<file path="src/rtl/sysid_probe_ctrl_if.sv">
// Avalon-MM read-only channel between the probe sequencer and the system-ID slave.
interface sysid_probe_ctrl_if;
  logic        avm_address;
  logic        avm_read;
  logic        avm_waitrequest;
  logic [31:0] avm_readdata;

  modport master (output avm_address, avm_read, input avm_waitrequest, avm_readdata);
  modport slave  (input avm_address, avm_read, output avm_waitrequest, avm_readdata);
endinterface

</file>
<file path="src/rtl/sysid_probe_ctrl.sv">
// Reads system ID and build timestamp from the sysid slave, compares them to the
// values baked into this image and publishes sticky pass/fail/timeout status.
module sysid_probe_ctrl #(
  parameter logic [31:0] EXPECTED_ID    = 32'd0,
  parameter logic [31:0] EXPECTED_TS    = 32'd1417892138,
  parameter int          TIMEOUT_CYCLES = 255,
  parameter bit          AUTO_START     = 1'b1
) (
  input  logic                      clock,
  input  logic                      reset_n,
  input  logic                      start,
  sysid_probe_ctrl_if.master        avm,
  output logic                      busy,
  output logic                      done,
  output logic                      id_ok,
  output logic                      ts_ok,
  output logic                      timeout,
  output logic [31:0]               id_value,
  output logic [31:0]               ts_value
);
  localparam logic [15:0] TMO = TIMEOUT_CYCLES[15:0];

  typedef enum logic [2:0] {IDLE, RD_ID, RD_TS, CHECK, FIN} state_t;

  state_t      r_state, w_state;
  logic        r_read, w_read, r_addr, w_addr;
  logic        r_busy, w_busy, r_done, w_done;
  logic        r_id_ok, w_id_ok, r_ts_ok, w_ts_ok, r_tmo, w_tmo;
  logic        r_auto, w_auto;
  logic [15:0] r_cnt, w_cnt;
  logic [31:0] r_id, w_id, r_ts, w_ts;

  always_ff @(posedge clock or negedge reset_n) begin
    if (!reset_n) begin
      r_state <= IDLE;
      r_read  <= 1'b0;
      r_addr  <= 1'b0;
      r_busy  <= 1'b0;
      r_done  <= 1'b0;
      r_id_ok <= 1'b0;
      r_ts_ok <= 1'b0;
      r_tmo   <= 1'b0;
      r_auto  <= AUTO_START;
      r_cnt   <= '0;
      r_id    <= '0;
      r_ts    <= '0;
    end else begin
      r_state <= w_state;
      r_read  <= w_read;
      r_addr  <= w_addr;
      r_busy  <= w_busy;
      r_done  <= w_done;
      r_id_ok <= w_id_ok;
      r_ts_ok <= w_ts_ok;
      r_tmo   <= w_tmo;
      r_auto  <= w_auto;
      r_cnt   <= w_cnt;
      r_id    <= w_id;
      r_ts    <= w_ts;
    end
  end

  always_comb begin
    w_state = r_state;
    w_busy  = r_busy;
    w_done  = r_done;
    w_id_ok = r_id_ok;
    w_ts_ok = r_ts_ok;
    w_tmo   = r_tmo;
    w_auto  = r_auto;
    w_cnt   = r_cnt;
    w_id    = r_id;
    w_ts    = r_ts;
    case (r_state)
      IDLE: begin
        // r_auto stands in for start on the first cycle out of reset
        if (start || r_auto) begin
          w_state = RD_ID;
          w_auto  = 1'b0;
          w_busy  = 1'b1;
          w_done  = 1'b0;
          w_id_ok = 1'b0;
          w_ts_ok = 1'b0;
          w_tmo   = 1'b0;
          w_cnt   = '0;
        end
      end
      RD_ID, RD_TS: begin
        if (!avm.avm_waitrequest) begin
          w_cnt = '0;
          if (r_state == RD_ID) begin
            w_id    = avm.avm_readdata;
            w_state = RD_TS;
          end else begin
            w_ts    = avm.avm_readdata;
            w_state = CHECK;
          end
        end else if (r_cnt == TMO) begin
          w_tmo   = 1'b1;
          w_id_ok = 1'b0;
          w_ts_ok = 1'b0;
          w_state = FIN;
        end else begin
          w_cnt = r_cnt + 16'd1;
        end
      end
      CHECK: begin
        w_id_ok = (r_id == EXPECTED_ID);
        w_ts_ok = (r_ts == EXPECTED_TS);
        w_state = FIN;
      end
      FIN: begin
        w_done  = 1'b1;
        w_busy  = 1'b0;
        w_state = IDLE;
      end
      default: w_state = IDLE;
    endcase
    // Strobe and address are registered from the next state so they never glitch
    w_read = (w_state == RD_ID) || (w_state == RD_TS);
    w_addr = (w_state == RD_TS);
  end

  assign avm.avm_read    = r_read;
  assign avm.avm_address = r_addr;
  assign busy            = r_busy;
  assign done            = r_done;
  assign id_ok           = r_id_ok;
  assign ts_ok           = r_ts_ok;
  assign timeout         = r_tmo;
  assign id_value        = r_id;
  assign ts_value        = r_ts;
endmodule

</file>
<file path="src/flat_wrapper.sv">
// flat-port wrapper written by rule: the top's interface ports become plain ports
module sysid_probe_ctrl_flat 
#(
  parameter logic [31:0] EXPECTED_ID    = 32'd0,
  parameter logic [31:0] EXPECTED_TS    = 32'd1417892138,
  parameter int          TIMEOUT_CYCLES = 255,
  parameter bit          AUTO_START     = 1'b1
)
  (clock, reset_n, start, busy, done, id_ok, ts_ok, timeout, id_value, ts_value, avm_avm_address, avm_avm_read, avm_avm_waitrequest, avm_avm_readdata);
  sysid_probe_ctrl_if avm_i ();
  input  logic clock;
  input  logic reset_n;
  input  logic start;
  output logic busy;
  output logic done;
  output logic id_ok;
  output logic ts_ok;
  output logic timeout;
  output logic [31:0] id_value;
  output logic [31:0] ts_value;
  output wire logic [$bits(avm_i.avm_address)-1:0] avm_avm_address;
  output wire logic [$bits(avm_i.avm_read)-1:0] avm_avm_read;
  input wire logic [$bits(avm_i.avm_waitrequest)-1:0] avm_avm_waitrequest;
  input wire logic [$bits(avm_i.avm_readdata)-1:0] avm_avm_readdata;
  assign avm_avm_address = avm_i.avm_address;
  assign avm_avm_read = avm_i.avm_read;
  assign avm_i.avm_waitrequest = avm_avm_waitrequest;
  assign avm_i.avm_readdata = avm_avm_readdata;
  sysid_probe_ctrl #(.EXPECTED_ID(EXPECTED_ID), .EXPECTED_TS(EXPECTED_TS), .TIMEOUT_CYCLES(TIMEOUT_CYCLES), .AUTO_START(AUTO_START)) u_core (.clock(clock), .reset_n(reset_n), .start(start), .avm(avm_i), .busy(busy), .done(done), .id_ok(id_ok), .ts_ok(ts_ok), .timeout(timeout), .id_value(id_value), .ts_value(ts_value));
endmodule
</file>
<file path="config.mk">
export PLATFORM = sky130hd
export DESIGN_NAME = sysid_probe_ctrl_flat
export DESIGN_NICKNAME = d
export VERILOG_FILES = /design/src/rtl/sysid_probe_ctrl_if.sv /design/src/rtl/sysid_probe_ctrl.sv /design/src/flat_wrapper.sv
export SDC_FILE = /design/constraint.sdc
export NUM_CORES = 1
export LEC_CHECK = 0
export CAP_MARGIN = 20
export CORE_MARGIN = 4
export CORE_UTILIZATION = 50
export CTS_BUF_LIST = sky130_fd_sc_hd__clkbuf_8 sky130_fd_sc_hd__clkbuf_16
export DETAILED_ROUTE_END_ITERATION = 8
export PLACE_DENSITY = 0.83
export SLEW_MARGIN = 0
export SYNTH_ARGS = -nofsm -noshare
export SYNTH_HDL_FRONTEND = slang
export SYNTH_SLANG_ARGS = --single-unit
</file>
<file path="constraint.sdc">
create_clock -name clock -period 4.55 [get_ports clock]
set_input_delay 1.1375 -clock clock [delete_from_list [all_inputs] [get_ports clock]]
set_output_delay 1.1375 -clock clock [all_outputs]
set_load 0.03 [all_outputs]
</file>
# After elaboration in Yosys (flattened, before gate mapping)
# Cells that the tools add are included.
[op_classes]
add_sub_neg = 1
n_eq_ne = 12
n_mux = 20
n_bitwise = 2
n_reduce_logical = 15
[op_table]
columns = ["cell", "n"]
rows = [
  ["$mux 16", 3],
  ["$eq 32x31->1 const B", 1],
  ["$logic_not 32->1", 1],
  ["$pmux 16 s2", 1],
  ["$add 16x1->16 const B", 1],
  ["$eq 16x8->1 const B", 1],
  ["$eq 3x2->1 const B", 3],
  ["$mux 3", 3],
  ["$pmux 3 s3", 1],
  ["$reduce_and 3->1", 3],
  ["$reduce_and 4->1", 2],
  ["$mux 1", 7],
  ["$eq 3x1->1 const B", 2],
  ["$pmux 1 s2", 3],
  ["$pmux 1 s3", 2],
  ["$ne 2x1->1 const B", 2],
  ["$reduce_and 2->1", 2],
  ["$reduce_bool 2->1", 2],
  ["$eq 3x3->1 const B", 1],
  ["$logic_not 3->1", 1],
  ["$ne 3x3->1 const B", 1],
  ["$reduce_bool 3->1", 1],
  ["$logic_or 1x1->1", 2],
  ["$ne 2x2->1 const B", 1],
  ["2 further kinds", 3],
]
[word_totals]
ff_bits = 91
input_bits = 36
output_inout_bits = 71
word_cells = 62

# Longest topological paths before layout
# Gate-level depths: netlist of the first run.
[depth]
word_depth = 6
depth_mapped = 6
mapped_depth_nobuf = 5

# Worst setup path before layout of the first run
# No wires, ideal clock.
[synth_path]
path_type = "input -> register"
start = "input avm_avm_waitrequest"
end = "register u_core.r_cnt[7]"
setup_ps = 83
t_arrival_ps = 2511
required_ps = 4467
setup_slack_ps = 1956
path_stages = 6
path_cell_list = "clkbuf_1 -> or2b_2 -> o211a_1 -> clkbuf_1 -> a2111o_1 -> o21ai_0"
[synth_via]
elab_chain_cells = 2
elab_cells_between_ends = 4
cone_classes = "eq/ne (1); mux (2); reduce/logical (1)"
[synth_lines]
columns = ["item", "line", "source"]
rows = [
  ["from (decl)", "flat_wrapper.sv:23", "input wire logic [$bits(avm_i.avm_waitrequest)-1:0] avm_avm_waitrequest;"],
  ["$ne 3x3->1 (no line) / $mux 16 (equally long branches)", "n/a", ""],
  ["$reduce_and 3->1 (no line) / $pmux 16 s2 (equally long branches)", "n/a", ""],
  ["to (signal assigned)", "sysid_probe_ctrl.sv:57", "r_cnt <= w_cnt;"],
  ["to (decl)", "sysid_probe_ctrl.sv:30", "logic [15:0] r_cnt, w_cnt;"],
]
# Parallel ways exist; a longest one is shown, timed or not.
# A chain may end at the register's enable or synchronous reset.

# Worst setup path after layout of the first run
[layout_path]
start = "input avm_avm_waitrequest"
end = "register u_core.r_ts[17] (netlist: u_core.ts_value[17])"
[layout_via]
elab_chain_cells = 2
[layout_lines]
columns = ["item", "line", "source"]
rows = [
  ["$not 1->1 (no line)", "n/a", ""],
  ["$reduce_and 3->1 (no line)", "n/a", ""],
  ["to (signal assigned)", "sysid_probe_ctrl.sv:59", "r_ts <= w_ts;"],
  ["to (decl)", "sysid_probe_ctrl.sv:31", "logic [31:0] r_id, w_id, r_ts, w_ts;"],
]
# No other way between the ends.

==> out/metrics.yaml, run 1 <==
status: "completed"
syn2layout_area_growth_pct: 36.7
io_pins: 107
nets: 454
holdBufCountCts: 0
cp-start-kind: "input pin"
path_clk_slew_ns: 0.09
ys_seq_area_share_pct: 57.0
dr_total_vias: 3058
ant_nets: 0
maxCapViolCount: 0
arrival_ns: 3.28
crit_type: "in2reg"
grt_max_degree: 74
drt-vias-per-instance: 5.84
postCtsSetupBuffers: 0
multi_input_area_mm2: 0.00165
synth_top_area_cell: "dfrtp_1"
setup_viol: 0
whs_ns: 0.500
drt_iter0_drc: 100
p_int_mw: 2.56
met3_usage_pct: 7.32
initial_core_util_pct: 51.4
p_comb_share_pct: 47.7
routedWlPerCell_um: 19.3
syn_inst: 311
finalSetupTns_ns: 0
synth-edff-count: 0
slew_viol_final: 0
wirelength_mm: 10.1
clk_latency_ns: 0.36
p_clk_share_pct: 18.4
swShare_pct: 40.0
p_sw_mw: 1.71
cts-htree-levels: 3
finalCritPeriodShare_pct: 66.7
seqCellArea_mm2: 0.00228
p_per_area_mw_per_mm2: 781
hold_viol_final: 0
slew_headroom_pct: 53.8
first_pass_iters: 4
drc_errors: 0
synth_warnings: 0
tritoncts: "yes"
numCtsBuffers: 9
core_mm2: 0.00777
rsz0062_at_grt: "no"
place_congestion: 0.807
total_power_mw: 4.27
slowest_delay_ns: 0.56
n_antenna_cell: 0
power.leakage_nw: 2.20
synth_most_common_cell: "dfrtp_1"
clock_sinks: 91
hold_class: "reg2reg"
ys_top_cells_by_area: "dfrtp_1 (56%), mux2_2 (18%), a21oi_1 (2.0%)"
critical_path.cell_chain: "clkdlybuf4s50_1 -> nand2b_1 -> nor2_2 -> buf_4 -> mux2_2"
cp_slowest_cell: "clkdlybuf4s50_1"
worstMarginPinSlew_ns: 0.691
root_buffer: "clkbuf_8"
synthesis.area_mm2: 0.00400
dieHeight_um: 97.4
num_rows: 32
ys_ff_latch: 91
yosysUniqueCellTypes: 49
synth_ff_type: "dfrtp_1"
grt_pass1_vias: 3181
cp_num_buf_inv: 2
cts_max_path_buffers: 2
peakVddDrop_v: 0.000491
synthArstFlopShare_pct: 100
crit_family: "buffers and inverters"
worstPathRequired_ns: 4.79
fillers: 555
synth_common_cells: "dfrtp_1 (90), mux2_2 (64), a21oi_1 (16), nor4_1 (11)"
timing.rr.start: "u_core.r_state[1]$_DFF_PN0_"
portBuffers: 106
grtUsageMet2_pct: 34.8
fin_skew_ns: 0.0122
max_freq_mhz: 329
grt_pass1_wl_mm: 16.7
overflow: 0
die_x_um: 97.4
grtUsageTotal_pct: 22.2
antenna_found_initial: 0
hpwlAfterDp_mm: 7.24
drive_gt1_share_pct: 22.7
busiest_layer: "met2"
synth_top_cell_area_share_pct: 56.4
post_cts_resized: 0
grtUsageMet1_pct: 28.4
min-delay-start: "u_core.r_auto$_DFFE_PN1P_"
seqPwrFrac_pct: 33.9
end_kind: "flop"
die_area_mm2: 0.00948
crit_fanout: 20
syn_nets: 348
critPathLaunch: "avm_avm_waitrequest"
syn-mean-instance-area_um2: 12.8
min_period_ns: 3.04
## flip-flops by register name, indices dropped and copies added (netlist names)
register	count
u_core.id_value	32
u_core.ts_value	32
u_core.r_cnt	16
u_core.r_state	3
u_core.avm.avm_address	1
u_core.avm.avm_read	1
u_core.busy	1
u_core.done	1
u_core.id_ok	1
u_core.r_auto	1
u_core.timeout	1
u_core.ts_ok	1
## cell families (layout without fill, tap and decap cells)
logic type | after synthesis | after routing | synth area share [%]
adder cells (fa/ha/maj) | 1 | 1 | 0.313
multiplexers | 64 | 64 | 18.0
XOR/XNOR | 1 | 1 | 0.219
AO/OA/AOI/OAI | 56 | 56 | 8.93
flip-flops | 91 | 91 | 57.0
AND/OR/NAND/NOR | 81 | 81 | 13.5
buffers and inverters | 17 | 128 | 1.94
## placed cells by master (no fill, tap or decap), drive strengths merged, types with 4 or more instances in the layout
master,count
clkdlybuf4s50,105
o31ai,5
nor2,7
nor4,13
a31oi,8
inv,4
bufinv,5
nand4,9
a21o,4
nor4bb,5
a21oi,16
nand2,10
and3,4
dfrtp,90
o21ai,11
nand3,4
clkbuf,10
or4,9
mux2,64
buf,4
## layout make-up
type	instances	share of cell area, %
clock buffer	10	2.52
multi-input combinational	203	30.1
clock inverter	6	2.91
inverter	3	0.206
sequential	91	41.7
tap	102	2.34
timing repair buffer	109	20.2
## through the flow
| stage | area, µm² | util, % | instances | setup WS (ns) |
|---|---|---|---|---|
| 2_1_floorplan | 4000 | - | 311 | 1.96 |
| 3_3_place_gp | 5140 | 66.1 | 507 | 1.24 |
| 3_5_place_dp | 5160 | 66.5 | 508 | 1.19 |
| 4_1_cts | 5460 | 70.3 | 524 | 1.55 |
| 5_1_grt | 5460 | 70.3 | 524 | 1.42 |
| 6_report | 5460 | 70.3 | 524 | 1.51 |
## path summary, 6_finish.rpt
| kind | endpoint | slack (ns) | depth (start not counted) |
|---|---|---|---|
| max | u_core.ts_value[17]$_DFFE_PN0P_ | 1.51 | 5 |
| min reg2reg | u_core.r_auto$_DFFE_PN1P_ | 0.50 | 1 |
| min in group asynchronous | u_core.r_cnt[7]$_DFFE_PN0P_ | 0.64 | 1 |
| max in group asynchronous | u_core.id_value[24]$_DFFE_PN0P_ | 3.27 | 2 |
| max reg2reg | u_core.ts_value[17]$_DFFE_PN0P_ | 2.11 | 5 |
| min | u_core.r_auto$_DFFE_PN1P_ | 0.50 | 1 |
## power groups by stage
stage	Combinational, mW	Clock (mW)	Sequential, mW
after global routing	2.14	0.832	1.50
after CTS	2.05	0.793	1.45
after detailed placement	2.03	0	1.45
final	2.04	0.785	1.45
after floorplan	0.617	0	1.98
after global placement	2.00	0	1.43
## metal layers
metal / part of all wire, % / up-vias
met1: 41 / 1532
li1: - / 1411
met2: 48 / 96
met4: 2.5 / 0
met3: 7.6 / 19
met5: 0 / -
(Power assumes the default switching activity.)
==> run 2: changes to the inputs <==
- CORE_UTILIZATION: 50 -> 48
- PLACE_DENSITY: 0.83 -> 0.8
- clock period: 4.55 -> 2.84 ns (I/O delays scaled with it)
==> out/metrics.yaml, run 2 (synthesis gave the netlist of run 1 again) <==
cp-start-kind: "input pin"
p_per_area_mw_per_mm2: 1210  # +55%
worstMarginPinSlew_ns: 0.667  # -0.0234 ns
place_congestion: 0.871  # +8.0%
crit_type: "in2reg"
slew_headroom_pct: 55.1  # +1.4 points
num_rows: 33  # +3.1%
n_antenna_cell: 0  # unchanged
drt_iter0_drc: 83  # -17%
p_clk_share_pct: 15.1  # -3.3 points
maxCapViolCount: 0  # unchanged
path_common_cell: "or4_1"
hold_viol_final: 0  # unchanged
numCtsBuffers: 9  # unchanged
grtUsageTotal_pct: 21.1  # -1.1 points
die_x_um: 99.2  # +1.9%
holdBufCountCts: 0  # unchanged
routedWlPerCell_um: 18.9  # -2.1%
swShare_pct: 41.3  # +1.3 points
cts_max_path_buffers: 2  # unchanged
hold_class: "in2async"
slew_viol_final: 0  # unchanged
initial_core_util_pct: 48.9  # -2.6 points
tritoncts: "yes"
dieHeight_um: 99.2  # +1.9%
finalSetupTns_ns: 0  # unchanged
slowest_delay_ns: 0.59  # +0.03 ns
place_ws_ns: 0.274  # -0.913 ns
finalCritPeriodShare_pct: 78.3
nets: 457  # +0.66%
dp.cells: 514  # +1.2%
path_clk_slew_ns: 0.09  # about the same
fillers: 600  # +8.1%
postCtsSetupBuffers: 0  # unchanged
fin_skew_ns: 0.00567  # -0.00654 ns
cp_slowest_cell: "or4_1"
drc_errors: 0  # unchanged
total_power_mw: 6.57  # +54%
ant_nets: 0  # unchanged
p_comb_share_pct: 49.7  # +2.0 points
max_freq_mhz: 450
power.leakage_nw: 2.18  # -0.88%
drt-vias-per-instance: 5.78  # -1.0%
crit_fanout: 8  # -60%
final_common_cell: "clkdlybuf4s50_1"
p_int_mw: 3.86  # +51%
post_layout_nonfiller_instances: 529  # +0.95%
seqPwrFrac_pct: 35.2  # +1.3 points
overflow: 0  # unchanged
p_sw_mw: 2.71  # +59%
die_area_mm2: 0.00985  # +3.8%
hpwlAfterDp_mm: 7.09  # -2.1%
drive_gt1_share_pct: 23.1  # +0.36 points
core_mm2: 0.00818  # +5.3%
wirelength_mm: 9.99  # -1.2%
status: "completed"
clock_sinks: 91  # unchanged
cp_num_buf_inv: 1  # -1
grt_max_degree: 52  # -30%
end_kind: "flop"
setup_viol: 0  # unchanged
root_buffer: "clkbuf_8"
final_cell_mix: "clkdlybuf4s50_1 (105), dfrtp_1 (90), mux2_2 (64)"
grt_pass1_vias: 3232  # +1.6%
fin_ws_ns: 0.618  # -0.897 ns
peakVddDrop_v: 0.000726  # +48%
worstPathRequired_ns: 3.12  # -1.67 ns
dr_total_vias: 3055  # -0.098%
cts-htree-levels: 3  # unchanged
clk_latency_ns: 0.35  # about the same
grt_pass1_wl_mm: 16.4  # -1.8%
arrival_ns: 2.51  # -0.77 ns
portBuffers: 106  # unchanged
syn2layout_area_growth_pct: 36.0
critical_path.cell_chain: "clkdlybuf4s50_1 -> or4_1 -> nand4_1 -> or4_1 -> a21oi_1"
io_pins: 107  # unchanged
rsz0062_at_grt: "no"
antenna_found_initial: 0  # unchanged
min_period_ns: 2.22
first_pass_iters: 4  # unchanged
post_cts_resized: 0  # unchanged
crit_family: "simple AND/OR/NAND/NOR gates"
## run 2: layer usage
layer  GRT usage [%]  part of all wire, %  up-vias
li1                -                    -     1409
met1            25.3                   41     1533
met2            34.6                   49       99
met3            8.70                  9.1       14
met4            7.14                  1.4        0
met5               0                    0        -
## run 2: power by group through the flow
| stage | clock (mW) | combinational [mW] | sequential, mW |
|---|---|---|---|
| floorplan | 0 | 0.989 | 3.18 |
| global placement | 0 | 3.23 | 2.31 |
| detailed placement | 0 | 3.28 | 2.32 |
| CTS | 1.00 | 3.30 | 2.31 |
| global route | 1.07 | 3.44 | 2.41 |
| finish | 0.991 | 3.27 | 2.31 |
## run 2: cell type report
class	instances	area, µm²	area share, %
Clock buffer	10	138	2.53
Clock inverter	5	85.1	1.57
Inverter	3	11.3	0.207
Multi-Input combinational cell	203	1650	30.3
Sequential cell	91	2280	41.9
Tap cell	105	131	2.42
Timing Repair Buffer	112	1140	21.0
## run 2: worst paths after layout
path                                             startpoint                             end  slack, ns  depth (start not counted)
worst max-delay path                                  start    u_core.r_cnt[12]$_DFFE_PN0P_       0.62                          5
worst min-delay path                                reset_n     u_core.r_cnt[0]$_DFFE_PN0P_       0.38                          1
worst max register to register  u_core.r_state[1]$_DFF_PN0_    u_core.r_cnt[13]$_DFFE_PN0P_       0.73                          4
worst min register to register     u_core.ts_ok$_DFFE_PN0P_        u_core.ts_ok$_DFFE_PN0P_       0.50                          1
max in group asynchronous                           reset_n  u_core.id_value[4]$_DFFE_PN0P_       1.81                          2
min in group clock                 u_core.ts_ok$_DFFE_PN0P_        u_core.ts_ok$_DFFE_PN0P_       0.50                          1
## run 2: worst register-to-register path, cell delays in order, from the launching register on
cell and delay [ns]:
dfrtp_1 0.55, a21oi_1 0.39, nand3_1 0.25, or4_2 0.67
a21oi_1 0.18
## run 2: through the flow
stage	utilization [%]	hold slack (ns)	area [µm²]
after floorplan	-	0.414	4000
after global placement	63.7	0.480	5210
after detailed placement	63.7	0.474	5210
after CTS	66.4	0.405	5430
after global routing	66.4	0.415	5430
final	66.4	0.382	5430
==> run 3: changes to the inputs <==
- CORE_UTILIZATION: 48 -> 44
- PLACE_DENSITY: 0.8 -> 0.78
- clock period: 2.84 -> 1.8 ns (I/O delays scaled with it)
==> out/metrics.yaml, run 3 (synthesis gave the netlist of run 1 again) <==
status: "finished, violations left"
violations: "negative setup slack"
place_congestion: 0.889  # +2.1%
final_cell_mix: "dfrtp_1 (89), dlygate4sd2_1 (71), mux2_2 (64)"
grt_max_degree: 35  # -33%
slew_viol_final: 0  # unchanged
nets: 511  # +12%
hold_viol_final: 0  # unchanged
numCtsBuffers: 9  # unchanged
r2r_cells: 6  # +2
wl_met1_mm: 4.50  # +9.9%
portBuffers: 106  # unchanged
finalCritPeriodShare_pct: 112
setup_viol: 20  # +20
drc_errors: 0  # unchanged
min_period_ns: 2.02
fin_skew_ns: 0.0175  # +0.0119 ns
peakVddDrop_v: 0.00126  # +73%
finalSetupTns_ns: -2.40  # -2.40 ns
clk_latency_ns: 0.36  # about the same
grt_pass1_wl_mm: 18.1  # +10%
ant_nets: 0  # unchanged
slew_headroom_pct: 69.5  # +14 points
syn2layout_area_growth_pct: 48.4
placed_cell_area_mm2: 0.00552  # +5.9%
die_area_mm2: 0.0107  # +8.3%
hpwlAfterDp_mm: 7.67  # +8.3%
dr_total_vias: 3353  # +9.8%
overflow: 0  # unchanged
crit_family: "simple AND/OR/NAND/NOR gates"
grtUsageTotal_pct: 22.1  # +0.96 points
initial_core_util_pct: 45.6  # -3.3 points
maxCapViolCount: 0  # unchanged
r2r_end: "u_core.r_cnt[6]$_DFFE_PN0P_"
crit_type: "reg2reg"
finalCoreUtilization_pct: 67.7  # +1.2 points
core_mm2: 0.00876  # +7.2%
num_rows: 34  # +3.0%
cp_num_buf_inv: 2  # +1
reg2reg_setup_slack_ns: -0.22  # -0.95 ns
max_freq_mhz: 494
cts_max_path_buffers: 2  # unchanged
drt_iter0_drc: 130  # +57%
routed-wl-met3_mm: 1.06  # +16%
end_kind: "flop"
dieHeight_um: 103  # +4.1%
n_antenna_cell: 0  # unchanged
whs_ns: 0.0203  # -0.362 ns
p_per_area_mw_per_mm2: 1720  # +43%
wl_met2_mm: 5.84  # +20%
place_ws_ns: -0.404  # -0.678 ns
wirelength_mm: 11.6  # +16%
timing.rr.start: "u_core.r_cnt[8]$_DFFE_PN0P_"
hold_class: "in2async"
design_area_mm2: 0.00593  # +9.2%
path_common_cell: "buf_6"
worstMarginPinSlew_ns: 0.453  # -0.214 ns
clock_sinks: 91  # unchanged
crit_fanout: 5  # -3
cp_slowest_cell: "or4_4"
rsz0062_at_grt: "yes"
path_clk_slew_ns: 0.10  # about the same
antenna_found_initial: 0  # unchanged
cp-start-kind: "flop"
arrival_ns: 2.28  # -0.23 ns
slowest_delay_ns: 0.57  # -0.02 ns
drt-vias-per-instance: 5.71  # -1.1%
tritoncts: "yes"
top_layer: "met4"
die_x_um: 103  # +4.1%
first_pass_iters: 4  # unchanged
power.leakage_nw: 2.61  # +20%
grt_pass1_vias: 3578  # +11%
drive_gt1_share_pct: 35.9  # +13 points
fin_ws_ns: -0.222  # -0.840 ns
critical_path.cell_chain: "or4_4 -> buf_6 -> nor4_4 -> buf_6 -> o21ai_2 -> a31oi_1"
cts-htree-levels: 3  # unchanged
routedWlPerCell_um: 19.8  # +4.9%
final_common_cell: "dfrtp_1"
root_buffer: "clkbuf_8"
io_pins: 107  # unchanged
worstPathRequired_ns: 2.06  # -1.06 ns
run 3: cell count changes in the layout (fill, tap and decap cells not counted), moves of 4 or more:
| cell | delta |
|---|---|
| clkdlybuf4s50_1 | -71 |
| o21ai_2 | +4 |
| buf_4 | +44 |
| o21ai_0 | -5 |
| dlygate4sd2_1 | +71 |
| a21oi_2 | +4 |
| a21oi_1 | -5 |
| buf_6 | +5 |
run 3: area by class of cell:
| type | instances | area (µm²) |
|---|---|---|
| clock buffers | 9 | 124 |
| clock inverters | 7 | 61.3 |
| fillers | 645 | 2830 |
| inverters | 3 | 11.3 |
| multi-input cells | 204 | 1780 |
| flip-flops and latches | 91 | 2280 |
| well taps | 108 | 135 |
| repair buffers | 165 | 1540 |
run 3: worst reg2reg max path, cell delays in order (launching register included):
cell and delay [ns]:
dfrtp_1 0.40, or4_4 0.57, buf_6 0.15, nor4_4 0.29
buf_6 0.18, o21ai_2 0.08, a31oi_1 0.25
run 3: worst max path at each step:
| stage | from | endpoint | cells past startpoint | slack (ns) |
|---|---|---|---|---|
| floorplan | u_core.r_cnt[8]$_DFFE_PN0P_ | u_core.r_cnt[3]$_DFFE_PN0P_ | 5 | -0.17 |
| global placement | start | u_core.r_cnt[12]$_DFFE_PN0P_ | 5 | -0.36 |
| detailed placement | start | u_core.r_cnt[10]$_DFFE_PN0P_ | 5 | -0.40 |
| CTS | u_core.r_cnt[14]$_DFFE_PN0P_ | u_core.r_cnt[3]$_DFFE_PN0P_ | 4 | -0.15 |
| global route | u_core.r_cnt[10]$_DFFE_PN0P_ | u_core.r_cnt[6]$_DFFE_PN0P_ | 6 | -0.29 |
| finish | u_core.r_cnt[8]$_DFFE_PN0P_ | u_core.r_cnt[6]$_DFFE_PN0P_ | 6 | -0.22 |
run 3: through the flow:
step	power, mW	instances
3_5_place_dp	9.13	553
4_1_cts	10.0	577
5_1_grt	10.7	587
2_1_floorplan	6.64	311
3_3_place_gp	9.02	553
6_report	10.2	587
run 3: what timing repair did:
| item | in CTS | in global routing |
|---|---|---|
| gates resized for setup | 91 | 14 |
| hold buffers | 0 | 0 |
| setup endpoints to repair | 124 | 68 |
| setup buffers | 5 | 7 |
| cloned | 3 | 3 |
| pin swaps | 15 | 17 |
| endpoints found under the hold margin | 0 | 0 |
run 3: layer usage:
layer | GRT usage [%] | vias to the layer above
li1 | - | 1525
met1 | 26.5 | 1684
met2 | 36.8 | 122
met3 | 9.39 | 22
met4 | 5.58 | 0
met5 | 0 | -
run 3: report_power, final:
group / total [mW] / internal (mW) / switching, mW
combinational: 5.29 / 2.24 / 3.05
sequential: 3.57 / 2.88 / 0.688
clock: 1.36 / 0.533 / 0.823
total: 10.2 / 5.66 / 4.56
